<file path="config.mk">
export PLATFORM = sky130hd
export DESIGN_NAME = rsv_valve_scheduler_flat
export DESIGN_NICKNAME = d
export VERILOG_FILES = /design/src/rtl/rsv_valve_scheduler_if.sv /design/src/rtl/rsv_valve_scheduler.sv /design/src/flat_wrapper.sv
export SDC_FILE = /design/constraint.sdc
export NUM_CORES = 1
export LEC_CHECK = 0
export CAP_MARGIN = 20
export CORE_MARGIN = 1
export CORE_UTILIZATION = 50
export DETAILED_ROUTE_END_ITERATION = 10
export PLACE_DENSITY = 0.75
export SETUP_SLACK_MARGIN = 0.15
export SLEW_MARGIN = 5
export SYNTH_ARGS = -nofsm -noshare
export SYNTH_HDL_FRONTEND = slang
export SYNTH_SLANG_ARGS = --single-unit
</file>
<file path="constraint.sdc">
create_clock -name clk -period 8.45 [get_ports clk]
set_clock_uncertainty 0.05 [all_clocks]
set_input_delay 0.845 -clock clk [delete_from_list [all_inputs] [get_ports clk]]
set_output_delay 0.845 -clock clk [all_outputs]
set_load 0.02 [all_outputs]
</file>
<file path="src/rtl/rsv_valve_scheduler_if.sv">
// rtl/rsv_valve_scheduler_if.sv - sensor/grant bundle between reservoir bank and valve scheduler
//
// Ports (signals):
//   s      [3*NRES]  level sensors, reservoir i on s[3i+2:3i] = {s3,s2,s1}
//   fr     [3*NRES]  granted nominal valves, reservoir i on fr[3i+2:3i] = {fr3,fr2,fr1}
//   dfr    [NRES]    granted supplemental valves
//   used   [UW]      units granted for the current epoch
//   starve [NRES]    reservoir under-served for STARVE_LIM consecutive epochs
//   fault  [NRES]    sticky sensor-pattern fault
// Modports: master = scheduler side, slave = reservoir bank side.
interface rsv_valve_scheduler_if #(
    parameter int NRES = 4
);
    localparam int UW = $clog2(4*NRES+1);

    logic [3*NRES-1:0] s;
    logic [3*NRES-1:0] fr;
    logic [NRES-1:0]   dfr;
    logic [UW-1:0]     used;
    logic [NRES-1:0]   starve;
    logic [NRES-1:0]   fault;

    modport master (input s, output fr, output dfr, output used, output starve, output fault);
    modport slave  (output s, input fr, input dfr, input used, input starve, input fault);
endinterface

</file>
<file path="src/rtl/rsv_valve_scheduler.sv">
// rtl/rsv_valve_scheduler.sv - epoch-based rotating-priority valve grant scheduler
//
// Once per EPOCH cycles the block samples all reservoir sensors, walks the
// reservoirs one per cycle starting at a rotating pointer, grants valve units
// out of a CAP-unit supply, and publishes the grants for the rest of the epoch.
//
// Ports:
//   clk     clock, rising edge
//   reset   synchronous, active-high
//   bus_if  rsv_valve_scheduler_if.master: s in; fr, dfr, used, starve, fault out
//
// Optional feature macro: RSV_SCHED_FAULT_EN (sticky non-thermometer sensor fault;
// a faulted reservoir demands nothing and keeps its level history frozen).
module rsv_valve_scheduler #(
    parameter int NRES       = 4,
    parameter int CAP        = 6,
    parameter int EPOCH      = 16,
    parameter int STARVE_LIM = 3
) (
    input  logic                  clk,
    input  logic                  reset,
    rsv_valve_scheduler_if.master bus_if
);
    localparam int UW = $clog2(4*NRES+1);
    localparam int IW = (NRES > 1) ? $clog2(NRES) : 1;
    localparam int CW = $clog2(EPOCH);

    typedef enum logic [1:0] {SAMPLE, ALLOC, COMMIT, WAIT} state_e;

    state_e            state_q, state_d;
    logic [CW-1:0]     epoch_q, epoch_d;

    logic [IW-1:0]     ptr_q, walk_q;
    logic [UW-1:0]     rem_q;
    logic [1:0]        lvl_q  [NRES];
    logic [1:0]        prev_q [NRES];
    logic [3:0]        cnt_q  [NRES];
    logic [NRES-1:0]   dir_q, dreq_q, short_q;
    logic [3*NRES-1:0] sh_fr_q, fr_q;
    logic [NRES-1:0]   sh_dfr_q, dfr_q, starve_q;
    logic [UW-1:0]     used_q;
`ifdef RSV_SCHED_FAULT_EN
    logic [NRES-1:0]   fault_q, smp_bad;
`endif

    // ---------------- FSM: one epoch = SAMPLE, NRES x ALLOC, COMMIT, WAIT...
    always_ff @(posedge clk) begin
        if (reset) begin
            state_q <= SAMPLE;
            epoch_q <= '0;
        end else begin
            state_q <= state_d;
            epoch_q <= epoch_d;
        end
    end

    always_comb begin
        state_d = state_q;
        epoch_d = (epoch_q == CW'(EPOCH-1)) ? '0 : epoch_q + 1'b1;
        case (state_q)
            SAMPLE:  state_d = ALLOC;
            // ALLOC occupies epoch cycles 1..NRES
            ALLOC:   if (epoch_q == CW'(NRES)) state_d = COMMIT;
            COMMIT:  state_d = WAIT;
            WAIT:    if (epoch_q == CW'(EPOCH-1)) state_d = SAMPLE;
            default: state_d = SAMPLE;
        endcase
    end

    // ---------------- sample-cycle level decode and direction update
    logic [1:0]      smp_lvl [NRES];
    logic [NRES-1:0] smp_dir;

    always_comb begin
        for (int i = 0; i < NRES; i++) begin
            smp_lvl[i] = bus_if.s[3*i+2] ? 2'd3 :
                         bus_if.s[3*i+1] ? 2'd2 :
                         bus_if.s[3*i]   ? 2'd1 : 2'd0;
            smp_dir[i] = dir_q[i];
            if (smp_lvl[i] < prev_q[i])
                smp_dir[i] = 1'b1;
            else if (smp_lvl[i] > prev_q[i])
                smp_dir[i] = 1'b0;
        end
    end

`ifdef RSV_SCHED_FAULT_EN
    always_comb begin
        for (int i = 0; i < NRES; i++)
            smp_bad[i] = (bus_if.s[3*i+1] & ~bus_if.s[3*i]) | (bus_if.s[3*i+2] & ~bus_if.s[3*i+1]);
    end
`endif

    // ---------------- allocation step for the reservoir at walk_q
    logic [1:0]    a_nom;
    logic [UW-1:0] a_g, a_left;
    logic          a_gd, a_short;
    logic [2:0]    a_fr;
    logic [IW-1:0] walk_nxt;

    always_comb begin
        a_nom   = 2'd3 - lvl_q[walk_q];
        a_g     = (UW'(a_nom) < rem_q) ? UW'(a_nom) : rem_q;
        a_left  = rem_q - a_g;
        a_gd    = dreq_q[walk_q] & (a_left != '0);
        a_short = (a_g != UW'(a_nom)) | (dreq_q[walk_q] & ~a_gd);
        // nominal units fill fr1 first, then fr2, then fr3
        case (a_g)
            UW'(0):  a_fr = 3'b000;
            UW'(1):  a_fr = 3'b001;
            UW'(2):  a_fr = 3'b011;
            default: a_fr = 3'b111;
        endcase
        walk_nxt = (walk_q == IW'(NRES-1)) ? '0 : walk_q + 1'b1;
    end

    // ---------------- commit: next priority pointer and starvation counters
    logic [IW-1:0] ptr_nxt;
    logic [3:0]    cnt_nxt [NRES];
    int            j;

    always_comb begin
        ptr_nxt = (ptr_q == IW'(NRES-1)) ? '0 : ptr_q + 1'b1;
        j = 0;
        // scan walk order backwards so the earliest under-served reservoir wins
        for (int k = NRES-1; k >= 0; k--) begin
            j = int'(ptr_q) + k;
            if (j >= NRES) j = j - NRES;
            if (short_q[j]) ptr_nxt = IW'(j);
        end
        for (int i = 0; i < NRES; i++)
            cnt_nxt[i] = short_q[i] ? ((cnt_q[i] == 4'd15) ? 4'd15 : cnt_q[i] + 4'd1) : 4'd0;
    end

    // ---------------- datapath
    always_ff @(posedge clk) begin
        if (reset) begin
            ptr_q    <= '0;
            walk_q   <= '0;
            rem_q    <= '0;
            dir_q    <= '0;
            dreq_q   <= '0;
            short_q  <= '0;
            sh_fr_q  <= '0;
            sh_dfr_q <= '0;
            fr_q     <= '0;
            dfr_q    <= '0;
            used_q   <= '0;
            starve_q <= '0;
            for (int i = 0; i < NRES; i++) begin
                lvl_q[i]  <= 2'd0;
                prev_q[i] <= 2'd0;
                cnt_q[i]  <= 4'd0;
            end
`ifdef RSV_SCHED_FAULT_EN
            fault_q  <= '0;
`endif
        end else begin
            case (state_q)
                SAMPLE: begin
                    rem_q  <= UW'(CAP);
                    walk_q <= ptr_q;
                    for (int i = 0; i < NRES; i++) begin
`ifdef RSV_SCHED_FAULT_EN
                        fault_q[i] <= fault_q[i] | smp_bad[i];
                        // level 3 with no dfr request means zero demand
                        if (fault_q[i] | smp_bad[i]) begin
                            lvl_q[i]  <= 2'd3;
                            dreq_q[i] <= 1'b0;
                        end else
`endif
                        begin
                            lvl_q[i]  <= smp_lvl[i];
                            prev_q[i] <= smp_lvl[i];
                            dir_q[i]  <= smp_dir[i];
                            dreq_q[i] <= (smp_lvl[i] == 2'd0) | (smp_dir[i] & (smp_lvl[i] != 2'd3));
                        end
                    end
                end
                ALLOC: begin
                    sh_fr_q[3*walk_q +: 3] <= a_fr;
                    sh_dfr_q[walk_q]       <= a_gd;
                    short_q[walk_q]        <= a_short;
                    rem_q                  <= a_left - UW'(a_gd);
                    walk_q                 <= walk_nxt;
                end
                COMMIT: begin
                    fr_q   <= sh_fr_q;
                    dfr_q  <= sh_dfr_q;
                    used_q <= UW'(CAP) - rem_q;
                    ptr_q  <= ptr_nxt;
                    for (int i = 0; i < NRES; i++) begin
                        cnt_q[i]    <= cnt_nxt[i];
                        starve_q[i] <= (cnt_nxt[i] >= 4'(STARVE_LIM));
                    end
                end
                default: ;
            endcase
        end
    end

    assign bus_if.fr     = fr_q;
    assign bus_if.dfr    = dfr_q;
    assign bus_if.used   = used_q;
    assign bus_if.starve = starve_q;
`ifdef RSV_SCHED_FAULT_EN
    assign bus_if.fault  = fault_q;
`else
    assign bus_if.fault  = '0;
`endif
endmodule
</file>
<file path="src/flat_wrapper.sv">
// flat-port wrapper written by rule: the top's interface ports become plain ports
module rsv_valve_scheduler_flat 
#(
    parameter int NRES       = 4,
    parameter int CAP        = 6,
    parameter int EPOCH      = 16,
    parameter int STARVE_LIM = 3
)
  (clk, reset, bus_if_s, bus_if_fr, bus_if_dfr, bus_if_used, bus_if_starve, bus_if_fault);
  rsv_valve_scheduler_if #(.NRES(NRES)) bus_if_i ();
  input  logic clk;
  input  logic reset;
  input wire logic [$bits(bus_if_i.s)-1:0] bus_if_s;
  output wire logic [$bits(bus_if_i.fr)-1:0] bus_if_fr;
  output wire logic [$bits(bus_if_i.dfr)-1:0] bus_if_dfr;
  output wire logic [$bits(bus_if_i.used)-1:0] bus_if_used;
  output wire logic [$bits(bus_if_i.starve)-1:0] bus_if_starve;
  output wire logic [$bits(bus_if_i.fault)-1:0] bus_if_fault;
  assign bus_if_i.s = bus_if_s;
  assign bus_if_fr = bus_if_i.fr;
  assign bus_if_dfr = bus_if_i.dfr;
  assign bus_if_used = bus_if_i.used;
  assign bus_if_starve = bus_if_i.starve;
  assign bus_if_fault = bus_if_i.fault;
  rsv_valve_scheduler #(.NRES(NRES), .CAP(CAP), .EPOCH(EPOCH), .STARVE_LIM(STARVE_LIM)) u_core (.clk(clk), .reset(reset), .bus_if(bus_if_i));
endmodule
</file>
## Word-level counts from Yosys, hierarchy flattened

Memory sizes are Yosys's and may differ from the RTL's. A register that Yosys moved wholly into a read port is not among the register bits.
Index checks and enable logic that the tools add are counted.

- Memories: 3
- Bits in writable memories: 32
- Register bits: 68
- Output and inout bits: 29

Memory list:

| memory | depth | bits a word | rd ports | clocked after memory_dff | wr ports | RTL line | text |
|---|---|---|---|---|---|---|---|
| u_core.cnt_q | 4 | 4 | 4 | 0 | 4 | rsv_valve_scheduler.sv:37 | `logic [3:0] cnt_q [NRES];` |
| u_core.lvl_q | 4 | 2 | 1 | 1 | 4 | rsv_valve_scheduler.sv:35 | `logic [1:0] lvl_q [NRES];` |
| u_core.prev_q | 4 | 2 | 4 | 0 | 4 | rsv_valve_scheduler.sv:36 | `logic [1:0] prev_q [NRES];` |

- Add/subtract/negate cells: 19
- Bitwise gates (word level): 24
- Multipliers: 1
- Reductions and logical operators: 11
- Shift-type cells: 2
- Equality and inequality tests: 20
- $lt $le $gt $ge: 23
- Multiplexer cells: 86

Operators with widths:

| cell | count |
|---|---|
| < comparator 32 x 4 -> 1 bit, second input constant | 4 |
| 2-to-1 mux 32 bit | 4 |
| >= comparator 32 x 4 -> 1 bit, second input constant | 3 |
| subtractor 32 x 4 -> 32 bit, second input constant | 3 |
| 2-to-1 mux 2 bit | 26 |
| 2-to-1 mux 4 bit | 12 |
| negation 4 -> 34 bit | 1 |
| variable shift 3 x 34 -> 12 bit, first input constant | 1 |
| variable part select 3 x 34 -> 12 bit | 1 |
| 2-to-1 mux 1 bit | 30 |
| adder 4 x 1 -> 4 bit, second input constant | 5 |
| equality test 4 bit, second input constant | 5 |
| OR 1 bit | 17 |
| >= comparator 4 x 2 -> 1 bit, second input constant | 4 |
| bitwise mux 12 bit | 1 |
| binary-select mux 1 bit (select 2 bit) | 5 |
| zero test 2 bit | 5 |
| case mux 5 bit (2 select lines) | 1 |
| case mux 3 bit (3 select lines) | 1 |
| bitwise mux 4 bit | 2 |
| equality test 2 bit, second input constant | 4 |
| greater-than comparator 2 bit | 4 |
| < comparator 2 bit | 4 |
| != test 2 bit, second input constant | 4 |
| other kinds (31) | 39 |

## Logic depth before layout (Yosys ltp)

- Depth in word-level cells: 10
- Gate-level depth with buffers: 19
- Depth with buffers taken out: 19

## Least setup slack after synthesis

OpenSTA, ideal clock, no wires.

- Path type: register -> register
- Start point: register (tool-made name)
- End point: register u_core.rem_q[4]
- Required time: 8280 ps
- Cell stages (with the launch flop): 19
- Path buffers: 0
- Clock period less this slack: 4458 ps
- Library setup time: 120 ps
- Arrival: 4289 ps
- Path slack: 3992 ps
- Path through: dfxtp_1 mux4_2 inv_2 ha_1 nor2b_1 a311oi_1 o41a_2 o21ai_2 fa_1 xnor2_1 nor4b_1 a31oi_1 ha_1 ha_1 inv_1 nor2_1 and4_1 a32o_1 a211o_1

RTL lines:

| item | RTL line | text |
|---|---|---|
| end signal, assigned | rsv_valve_scheduler.sv:161 | `rem_q <= UW'(CAP);` |
| end signal, assigned | rsv_valve_scheduler.sv:184 | `rem_q <= a_left - UW'(a_gd);` |
| end, declared | rsv_valve_scheduler.sv:34 | `logic [UW-1:0] rem_q;` |

==> flow_metrics.tcl <==
set metrics [dict create \
    status "completed" \
    syn_area_sq_mm 0.00490 \
    synth_ff_type "dfxtp_1" \
    routed_wl_mm 10.1 \
    worst_pin_slew_ps 705 \
    grt_max_degree 63 \
    cts-root-buf "clkbuf_8" \
    clk_latency_ps 350 \
    antenna_found_initial 0 \
    max-slew-margin-rel 0.530 \
    fin_util 0.588 \
    grt_pass1_vias 3755 \
    nNetsFinal 589 \
    dieArea_sq_mm 0.0102 \
    htree_levels 3 \
    syn_avg_cell_area_sq_um 9.49 \
    p_sw_frac 0.422 \
    fmax_ghz 0.197 \
    hold_path.class "reg2reg" \
    peakVddDrop_v 0.000194 \
    comb_power_share 0.476 \
    maxCapViolCount 0 \
    switchingPower_mw 0.755 \
    grt_usage 0.211 \
    fin_cells 678 \
    synth.distinct_cells 63 \
    synth_edf_count 24 \
    die_h_um 101 \
    cts_buffers 9 \
    cp-end-kind "flip-flop" \
    clkSlewWorstSetupHoldPaths_ps 100 \
    p_per_area_mw_per_mm2 324 \
    chipWidth_um 101 \
    antennaDiodeCount 0 \
    cp_max_fo 8 \
    wire_per_inst_um 14.9 \
    syn_inst 516 \
    via_per_inst 5.67 \
    gp_routability_congestion 0.809 \
    ys_seq_area_frac 0.433 \
    dpl.cell_count 662 \
    gr-total-overflow 0 \
    crit_type "reg2reg" \
    fin_crit_sh 0.601 \
    layout-drive-gt1-share 0.0765 \
    sequentialPowerShare 0.373 \
    async_reset_ff_frac 0 \
    cts_hold_buf 0 \
    p_leak_nw 2.10 \
    min_period_ps 5080 \
    grt_pass1_wl_mm 17.1 \
    grt_setup_unrepaired "no" \
    cts_buffer_depth 2 \
    port_buffers 38 \
    ys_seq_elements 94 \
    drtAntennaViolNets 0 \
    drt_pass1_iterations 4 \
    crit_arrival_ps 5270 \
    drt_iter0_markers 205 \
    vias 3841 \
    slew_viol_final 0 \
    areaGrowthSynthToFinish_pct 12.6 \
    p_int_mw 1.03 \
    rows 35 \
    fin_tns_setup_ps 0 \
    cts_setup_buffers 0 \
    yosysWarnings 0 \
    setup_viol 0 \
    fin_hold_ws_ps 413 \
    cts_tree "built" \
    hold_viol_final 0 \
    drc 0 \
    post-dp-hpwl_mm 7.19 \
    final_cell_mix "dfxtp_1 (70), nor2_1 (58), a21oi_1 (37), clkdlybuf4s50_1 (37), inv_1 (31)" \
    p_clk_frac 0.151 \
    cts_sinks 94 \
    io_pins 43 \
    critPathRequiredTime_ps 8640 \
    cts-resized-gates 0 \
    start_util 0.523 \
    coreArea_sq_mm 0.00937 \
    final_common_cell "dfxtp_1" \
    cp-start-kind "flip-flop" \
]
worst paths after layout:
check,start,to,slack (ps),cells past startpoint
max reg2reg,flip-flop,u_core.rem_q[4],3370,18
min,u_core.sh_fr_q[6],u_core.sh_fr_q[6],410,2
min reg2reg,u_core.sh_fr_q[6],u_core.sh_fr_q[6],410,2
max,flip-flop,u_core.rem_q[4],3370,18
sequential cells by signal, summed over array words and instances, names as in the netlist, 5 cells and up, named ones only:
name,cells
u_core.cnt_q,16
u_core.bus_if.fr,12
u_core.sh_fr_q,12
u_core.lvl_q,8
u_core.bus_if.used,5
u_core.rem_q,5
power by group through the flow:
stage          clock [mW]  sequential (mW)  combinational [mW]
6_report            0.271            0.667               0.851
4_1_cts             0.275            0.664               0.850
3_5_place_dp            0            0.674               0.843
3_3_place_gp            0            0.667               0.813
5_1_grt             0.294            0.682               0.954
2_1_floorplan           0            0.631               0.699
cell type report:
cell class,instances,area (sq um)
Tap cell,129,161
Multi-Input combinational cell,365,2530
Fill cell,830,3860
Clock inverter,6,43.8
Timing Repair Buffer,42,405
Inverter,32,120
Sequential cell,94,2120
Clock buffer,10,129
cells in the mapped netlist, types with 6 or more instances:
cell type,number,area [sq um]
and3_1,8,50.1
xnor2_1,7,61.3
nor2b_1,15,93.8
dfxtp_1,70,1400
nor3_1,10,50.1
edfxtp_1,24,721
inv_1,31,116
a211oi_1,6,45.0
a22o_1,6,52.6
nor2_1,58,218
a21oi_1,37,185
clkbuf_1,12,45.0
nand2_1,30,113
nand3_1,21,105
o21ai_0,15,75.1
ha_1,30,375
a31oi_1,7,43.8
mux2i_1,27,270
worst max-delay path: stages, from the launching register on:
cell and delay (ps):
dfxtp_1 430, mux4_2 590, inv_2 100, ha_1 340, nor2b_1 130, a311oi_1 290
o41a_2 240, o21ai_2 130, fa_1 500, xnor2_1 180, nor4b_1 390, a31oi_1 280
ha_1 290, ha_1 200, inv_1 100, nor2_1 40, and4_1 230, a32o_1 200
a211o_1 260
layer usage:
layer	GRT usage	vias up	wire length, um
met2	0.364	83	4860
met3	0.0298	12	339
li1	-	1915	-
met4	0.0725	0	141
met5	0	-	0
met1	0.271	1831	4800
metrics by stage:
stage	area [sq um]	power [mW]	worst slack, ps
after detailed placement	5340	1.52	3390
after global routing	5510	1.93	3060
after global placement	5340	1.48	3720
after floorplan	4910	1.33	3990
after CTS	5510	1.79	3380
final	5510	1.79	3370
logic make-up (layout without fill, tap and decap cells):
kind of cell,after synthesis,in the layout,share of synthesized area
multiplexers,33,33,0.0782
XOR/XNOR,8,8,0.0143
other,1,4,0.000766
flip-flops,94,94,0.433
AO/OA/AOI/OAI,115,115,0.165
AND/OR/NAND/NOR,174,174,0.175
adder cells (fa/ha/maj),31,31,0.0807
buffers and inverters,60,90,0.0521
Note: power is estimated with default switching activity, not from simulation.
